===== config.mk =====
export PLATFORM = sky130hd
export DESIGN_NAME = riscv_mem_pipe
export DESIGN_NICKNAME = d
export VERILOG_FILES = /design/src/rtl/riscv_mem_pipe.sv
export SDC_FILE = /design/constraint.sdc
export NUM_CORES = 1
export LEC_CHECK = 0
export ABC_AREA = 1
export CAP_MARGIN = 0
export CORE_AREA = 5 5 162 164
export CTS_BUF_LIST = sky130_fd_sc_hd__clkbuf_4
export DETAILED_ROUTE_END_ITERATION = 10
export DIE_AREA = 0 0 167 169
export DONT_BUFFER_PORTS = 1
export GPL_TIMING_DRIVEN = 0
export PLACE_DENSITY = 0.47
export SYNTH_ARGS = -nofsm -noshare
export SYNTH_HDL_FRONTEND = slang
export SYNTH_SLANG_ARGS = --single-unit
export TNS_END_PERCENT = 20

===== constraint.sdc =====
create_clock -name clk -period 1.5 [get_ports clk]
set_input_delay 0.3 -clock clk [delete_from_list [all_inputs] [get_ports clk]]
set_output_delay 0.3 -clock clk [all_outputs]
set_load 0.005 [all_outputs]

===== src/rtl/riscv_mem_pipe.sv =====
// rtl/riscv_mem_pipe.sv - RISC-V MEM stage: EX intake, single-outstanding data bus, registered WB result
// Define RISCV_MEM_MISALIGN_TRAP_EN to trap misaligned H/W accesses instead of truncating them.
module riscv_mem_pipe #(
  parameter int XLEN = 32,
  parameter int REGW = 5
) (
  input  logic            clk,
  input  logic            rstn,
  input  logic            ex_mem_rdy,
  output logic            ex_mem_ack,
  input  logic [XLEN-1:0] ex_mem_result,
  input  logic [XLEN-1:0] ex_mem_wdata,
  input  logic            ex_mem_mem,
  input  logic            ex_mem_store,
  input  logic [2:0]      ex_mem_funct3,
  input  logic [REGW-1:0] ex_mem_rd,
  input  logic            ex_mem_we,
  output logic            dbus_req,
  input  logic            dbus_gnt,
  output logic            dbus_we,
  output logic [XLEN-1:0] dbus_addr,
  output logic [3:0]      dbus_be,
  output logic [XLEN-1:0] dbus_wdata,
  input  logic            dbus_rsp_vld,
  input  logic [XLEN-1:0] dbus_rdata,
  output logic            mem_wb_rdy,
  input  logic            mem_wb_ack,
  output logic [XLEN-1:0] mem_wb_data,
  output logic [REGW-1:0] mem_wb_rd,
  output logic            mem_wb_we,
  output logic            mem_wb_exc
);

  typedef enum logic [1:0] {IDLE = 2'd0, BUS_REQ = 2'd1, BUS_WAIT = 2'd2} state_t;
  localparam logic [1:0] SZ_B = 2'd0;
  localparam logic [1:0] SZ_H = 2'd1;
  localparam logic [1:0] SZ_W = 2'd2;

  state_t          r_state;
  state_t          w_state_nxt;
  logic [XLEN-1:0] r_addr;
  logic [XLEN-1:0] r_wdata;
  logic            r_store;
  logic            r_uns;
  logic            r_we;
  logic [1:0]      r_size;
  logic [REGW-1:0] r_rd;

  logic            r_out_vld;
  logic [XLEN-1:0] r_out_data;
  logic [REGW-1:0] r_out_rd;
  logic            r_out_we;

  logic            w_misalign;
  logic            w_load_out;
  logic            w_out_we;
  logic [1:0]      w_size;
  logic [XLEN-1:0] w_out_data;
  logic [XLEN-1:0] w_rd_data;
  logic [XLEN-1:0] w_wdata_rep;
  logic [REGW-1:0] w_out_rd;
  logic [3:0]      w_be;
  logic [7:0]      w_byte;
  logic [15:0]     w_half;

  // Reserved funct3 encodings fall through to word size.
  always_comb begin
    w_size = SZ_W;
    case (ex_mem_funct3)
      3'b000, 3'b100: w_size = SZ_B;
      3'b001, 3'b101: w_size = SZ_H;
      default:        w_size = SZ_W;
    endcase
  end

`ifdef RISCV_MEM_MISALIGN_TRAP_EN
  assign w_misalign = ex_mem_mem &&
                      (((w_size == SZ_H) && ex_mem_result[0]) ||
                       ((w_size == SZ_W) && (ex_mem_result[1:0] != 2'b00)));
`else
  assign w_misalign = 1'b0;
`endif

  always_ff @(posedge clk or negedge rstn) begin
    if (!rstn) r_state <= IDLE;
    else       r_state <= w_state_nxt;
  end

  always_comb begin
    w_state_nxt = r_state;
    case (r_state)
      IDLE:     if (ex_mem_rdy && ex_mem_ack && ex_mem_mem && !w_misalign) w_state_nxt = BUS_REQ;
      BUS_REQ:  if (dbus_gnt) w_state_nxt = r_store ? IDLE : BUS_WAIT;
      BUS_WAIT: if (dbus_rsp_vld) w_state_nxt = IDLE;
      default:  w_state_nxt = IDLE;
    endcase
  end

  always_comb begin
    ex_mem_ack = 1'b0;
    dbus_req   = 1'b0;
    w_load_out = 1'b0;
    w_out_data = '0;
    w_out_rd   = r_rd;
    w_out_we   = 1'b0;
    case (r_state)
      IDLE: begin
        ex_mem_ack = !r_out_vld || mem_wb_ack;
        if (ex_mem_rdy && ex_mem_ack && (!ex_mem_mem || w_misalign)) begin
          w_load_out = 1'b1;
          w_out_data = ex_mem_result;
          w_out_rd   = ex_mem_rd;
          w_out_we   = ex_mem_we && !w_misalign;
        end
      end
      BUS_REQ: begin
        dbus_req = 1'b1;
        if (dbus_gnt && r_store) w_load_out = 1'b1;
      end
      BUS_WAIT: begin
        if (dbus_rsp_vld) begin
          w_load_out = 1'b1;
          w_out_data = w_rd_data;
          w_out_we   = r_we;
        end
      end
      default: ;
    endcase
  end

  always_comb begin
    w_be        = 4'b1111;
    w_wdata_rep = r_wdata;
    case (r_size)
      SZ_B: begin
        w_be        = 4'b0001 << r_addr[1:0];
        w_wdata_rep = {4{r_wdata[7:0]}};
      end
      SZ_H: begin
        w_be        = r_addr[1] ? 4'b1100 : 4'b0011;
        w_wdata_rep = {2{r_wdata[15:0]}};
      end
      default: ;
    endcase
  end

  // Bus fields are only driven while requesting so the idle bus reads all-zero.
  always_comb begin
    dbus_we    = 1'b0;
    dbus_addr  = '0;
    dbus_be    = 4'b0000;
    dbus_wdata = '0;
    if (dbus_req) begin
      dbus_we    = r_store;
      dbus_addr  = {r_addr[XLEN-1:2], 2'b00};
      dbus_be    = w_be;
      dbus_wdata = w_wdata_rep;
    end
  end

  always_comb begin
    w_byte = dbus_rdata[7:0];
    case (r_addr[1:0])
      2'd0:    w_byte = dbus_rdata[7:0];
      2'd1:    w_byte = dbus_rdata[15:8];
      2'd2:    w_byte = dbus_rdata[23:16];
      default: w_byte = dbus_rdata[31:24];
    endcase
    w_half    = r_addr[1] ? dbus_rdata[31:16] : dbus_rdata[15:0];
    w_rd_data = dbus_rdata;
    case (r_size)
      SZ_B:    w_rd_data = r_uns ? {{(XLEN-8){1'b0}}, w_byte} : {{(XLEN-8){w_byte[7]}}, w_byte};
      SZ_H:    w_rd_data = r_uns ? {{(XLEN-16){1'b0}}, w_half} : {{(XLEN-16){w_half[15]}}, w_half};
      default: w_rd_data = dbus_rdata;
    endcase
  end

  always_ff @(posedge clk or negedge rstn) begin
    if (!rstn) begin
      r_addr  <= '0;
      r_wdata <= '0;
      r_store <= 1'b0;
      r_uns   <= 1'b0;
      r_we    <= 1'b0;
      r_size  <= SZ_B;
      r_rd    <= '0;
    end else if (ex_mem_rdy && ex_mem_ack && ex_mem_mem) begin
      r_addr  <= ex_mem_result;
      r_wdata <= ex_mem_wdata;
      r_store <= ex_mem_store;
      r_uns   <= ex_mem_funct3[2];
      r_we    <= ex_mem_we;
      r_size  <= w_size;
      r_rd    <= ex_mem_rd;
    end
  end

  // A new load wins over a drain on the same edge, giving 1/cycle throughput.
  always_ff @(posedge clk or negedge rstn) begin
    if (!rstn) begin
      r_out_vld  <= 1'b0;
      r_out_data <= '0;
      r_out_rd   <= '0;
      r_out_we   <= 1'b0;
    end else if (w_load_out) begin
      r_out_vld  <= 1'b1;
      r_out_data <= w_out_data;
      r_out_rd   <= w_out_rd;
      r_out_we   <= w_out_we;
    end else if (mem_wb_ack) begin
      r_out_vld  <= 1'b0;
    end
  end

`ifdef RISCV_MEM_MISALIGN_TRAP_EN
  logic r_out_exc;
  always_ff @(posedge clk or negedge rstn) begin
    if (!rstn)           r_out_exc <= 1'b0;
    else if (w_load_out) r_out_exc <= (r_state == IDLE) && w_misalign;
  end
  assign mem_wb_exc = r_out_exc;
`else
  assign mem_wb_exc = 1'b0;
`endif

  assign mem_wb_rdy  = r_out_vld;
  assign mem_wb_data = r_out_data;
  assign mem_wb_rd   = r_out_rd;
  assign mem_wb_we   = r_out_we;

endmodule


==> impl_metrics.yaml <==
finish:
  n_fill_cell: 2597
  final_area_sq_um: 8840
  drive_above_1_share_pct: 22.3
  multi_input_area_sq_um: 3090
  fin_cells: 1289
  seqCellArea_sq_um: 2880
  area_delta_synth_final_pct: 46.3
  finish.net_count: 1057
routing:
  dr.pass1.iters: 6
  ant_nets: 0
  routedWlPerCell_um: 19.9
  drtIter0Drc: 410
  drc: 0
  wirelength_mm: 25.6
  avgViaCountPerCell: 4.60
  via_count: 5927
worst_setup_path:
  path_class: "reg -> out"
  rr_worst_depth: 10
  cp.arrival_ns: 1.67
  cp_max_fo: 9
  end_kind: "output pin"
  regToRegEndpoint: "mem_wb_rd[1]"
  reg2reg_from: "r_state[0]"
  startpoint_type: "register"
  r2r_slack_ns: -0.29
  worstPathRequired_ns: 1.20
grt:
  antenna_found_initial: 2
  grt_pass1_vias: 6077
  grt_overflow: 0
  grt_max_degree: 116
  grt_pass1_wl_mm: 38.0
  grtUsageTotal_pct: 17.9
synth:
  yosysTopAreaCell: "dfrtp_1"
  synth_edf_count: 0
  synth_common_cells: "nand2_1, dfrtp_1, nor2_1"
  yosysSeqAreaShare_pct: 47.6
  synthTopCellsByArea: "dfrtp_1, nand2_1, nand3_1, nor2_1, o21ai_0"
  synth_seq_cells: 115
  ys.flop_type: "dfrtp_1"
  synthArstFlopShare_pct: 100
  yosysUniqueCellTypes: 31
  synth_most_common_cell: "nand2_1"
  syn_area_per_cell_sq_um: 7.48
  netlist_area_sq_um: 6040
  netlist_instances: 808
  synth_top_area_share_pct: 47.6
  ys_warn_count: 0
sta:
  whs_ns: -0.561
  clock.fmax_ghz: 0.508
  worst_slack_ns: -0.467
  period_minus_slack_ns: 1.97
  fin_skew_ns: 0.0132
  hold_viol: 115
  rsz0062_at_grt: "true"
  slew_viol_final: 0
  period_share_pct: 131
  setup_violations: 183
floorplan:
  num_rows: 58
  core_sq_um: 24700
  ios: 224
  die_area_sq_um: 28200
  dieWidth_um: 167
  fp.dieH_um: 169
  start_util_pct: 24.4
flow_run:
  maxCapViolCount: 0
pwr:
  power_frac_comb_pct: 52.4
  sequentialPowerShare_pct: 32.5
  pwr_density_cell_nw_per_um2: 1930
  p_switching_uw: 7600
  power_frac_clock_pct: 15.1
  power.internal_uw: 9470
  vdd_ir_drop_max_mv: 0.592
  p_leak_uw: 0.00396
  switching_share_pct: 44.5
placed_design:
  port_buffers: 0
  place_area_sq_um: 6460
  preCtsSetupSlack_ns: -0.661
  hpwl_mm: 18.3
  dp_cells: 1140
  gp_congestion: 0.886
clock_network:
  cts_tree: "built"
  htreeDepth: 4
  clock_path_buffers: 2
  ctsHoldBuffers: 92
  root_buffer: "clkbuf_4"
  cts.clk_slew.worst_paths_ns: 0.12
  clk_latency_ns: 0.55
  cts_made_buffers: 17
  cts_sinks: 115
run_status:
  outcome: "finished, violations left"
  violations: "hold timing, setup timing"
worst_hold_path:
  hold_class: "in -> async"
worst max-delay path, stage by stage (launching register included):
cell and delay, ns:
dfrtp_1 0.40, buf_6 0.14, nor2_4 0.12, buf_6 0.14, inv_8 0.06, o22ai_4 0.19, nor3_4 0.07
cell families after synthesis:
logic type / after synthesis / share of synthesized area (%)
flip-flops: 115 / 47.6
AO/OA/AOI/OAI: 130 / 11.5
other: 1 / 0.0621
buffers and inverters: 125 / 10.1
AND/OR/NAND/NOR: 437 / 30.7
state kept, by name (all words and copies together) (netlist names):
register,count
r_store,1
r_state,2
mem_wb_rd,5
r_addr,32
r_rd,5
mem_wb_data,32
r_size,2
r_we,1
r_wdata,32
mem_wb_we,1
mem_wb_rdy,1
r_uns,1
power by group through the flow:
stage	sequential, uW	combinational, uW	clock [uW]
after global routing	5720	9770	2840
after CTS	5480	8260	2710
final	5550	8940	2580
after global placement	5490	5880	0
after floorplan	5190	4340	0
after detailed placement	5500	5950	0
through the flow:
step,total power [uW],utilization (%),setup TNS [ns]
3_5_place_dp,11500,26.1,-58.10
6_report,17100,35.7,-44.63
5_1_grt,18300,35.7,-65.18
3_3_place_gp,11400,26.1,-58.02
2_1_floorplan,9520,-,0
4_1_cts,16500,34.4,-50.64
worst max-delay path by stage:
stage / cells past startpoint / slack [ns] / end / start
after floorplan: 5 / 0.02 / dbus_wdata[10] / r_size[1]
after global placement: 4 / -0.69 / dbus_wdata[7] / r_state[1]
after detailed placement: 4 / -0.66 / dbus_addr[31] / r_state[1]
after CTS: 6 / -0.53 / dbus_wdata[31] / r_size[1]
after global routing: 5 / -0.58 / dbus_wdata[24] / r_state[1]
final: 6 / -0.47 / dbus_wdata[15] / r_size[1]
cell usage in the layout (no fill, tap or decap), drive strengths merged:
master / instances
nand2: 245
a22oi: 1
buf: 56
nand3b: 1
nor2: 97
clkinvlp: 2
dfrtp: 115
conb: 3
o22ai: 15
nand3: 89
o21ai: 81
nand4: 1
or2: 2
inv: 75
a31oi: 1
clkinv: 8
diode: 2
bufinv: 4
clkbuf: 35
dlygate4sd3: 92
nor3: 2
a211oi: 1
a21oi: 31
what timing repair did:
item / in CTS / in global routing
pin swaps: 20 / 10
endpoints found under the hold margin: 229 / 115
buffers inserted: 11 / 7
resized for setup: 195 / 69
endpoints found under the setup margin: 184 / 184
gates cloned: 4 / 1
cell type report:
type                       count  share of cell area, %
inverter                      75                   3.70
timing repair buffer         115                   13.5
multi-input combinational    570                   35.0
clock buffer                  18                   1.53
antenna                        2                 0.0566
sequential                   115                   32.6
buffer                        50                   7.06
clock inverter                14                   1.90
tap                          330                   4.67
per-layer routing:
metal  global-route usage (%)  wire length [um]  share of wire [%]
met1                     22.2             10900                 43
met3                     5.72              1680                6.5
met5                        0                 0                  0
met4                     7.36               851                3.3
met2                     28.9             12200                 48
No activity file was read; power rests on OpenSTA's default activity.
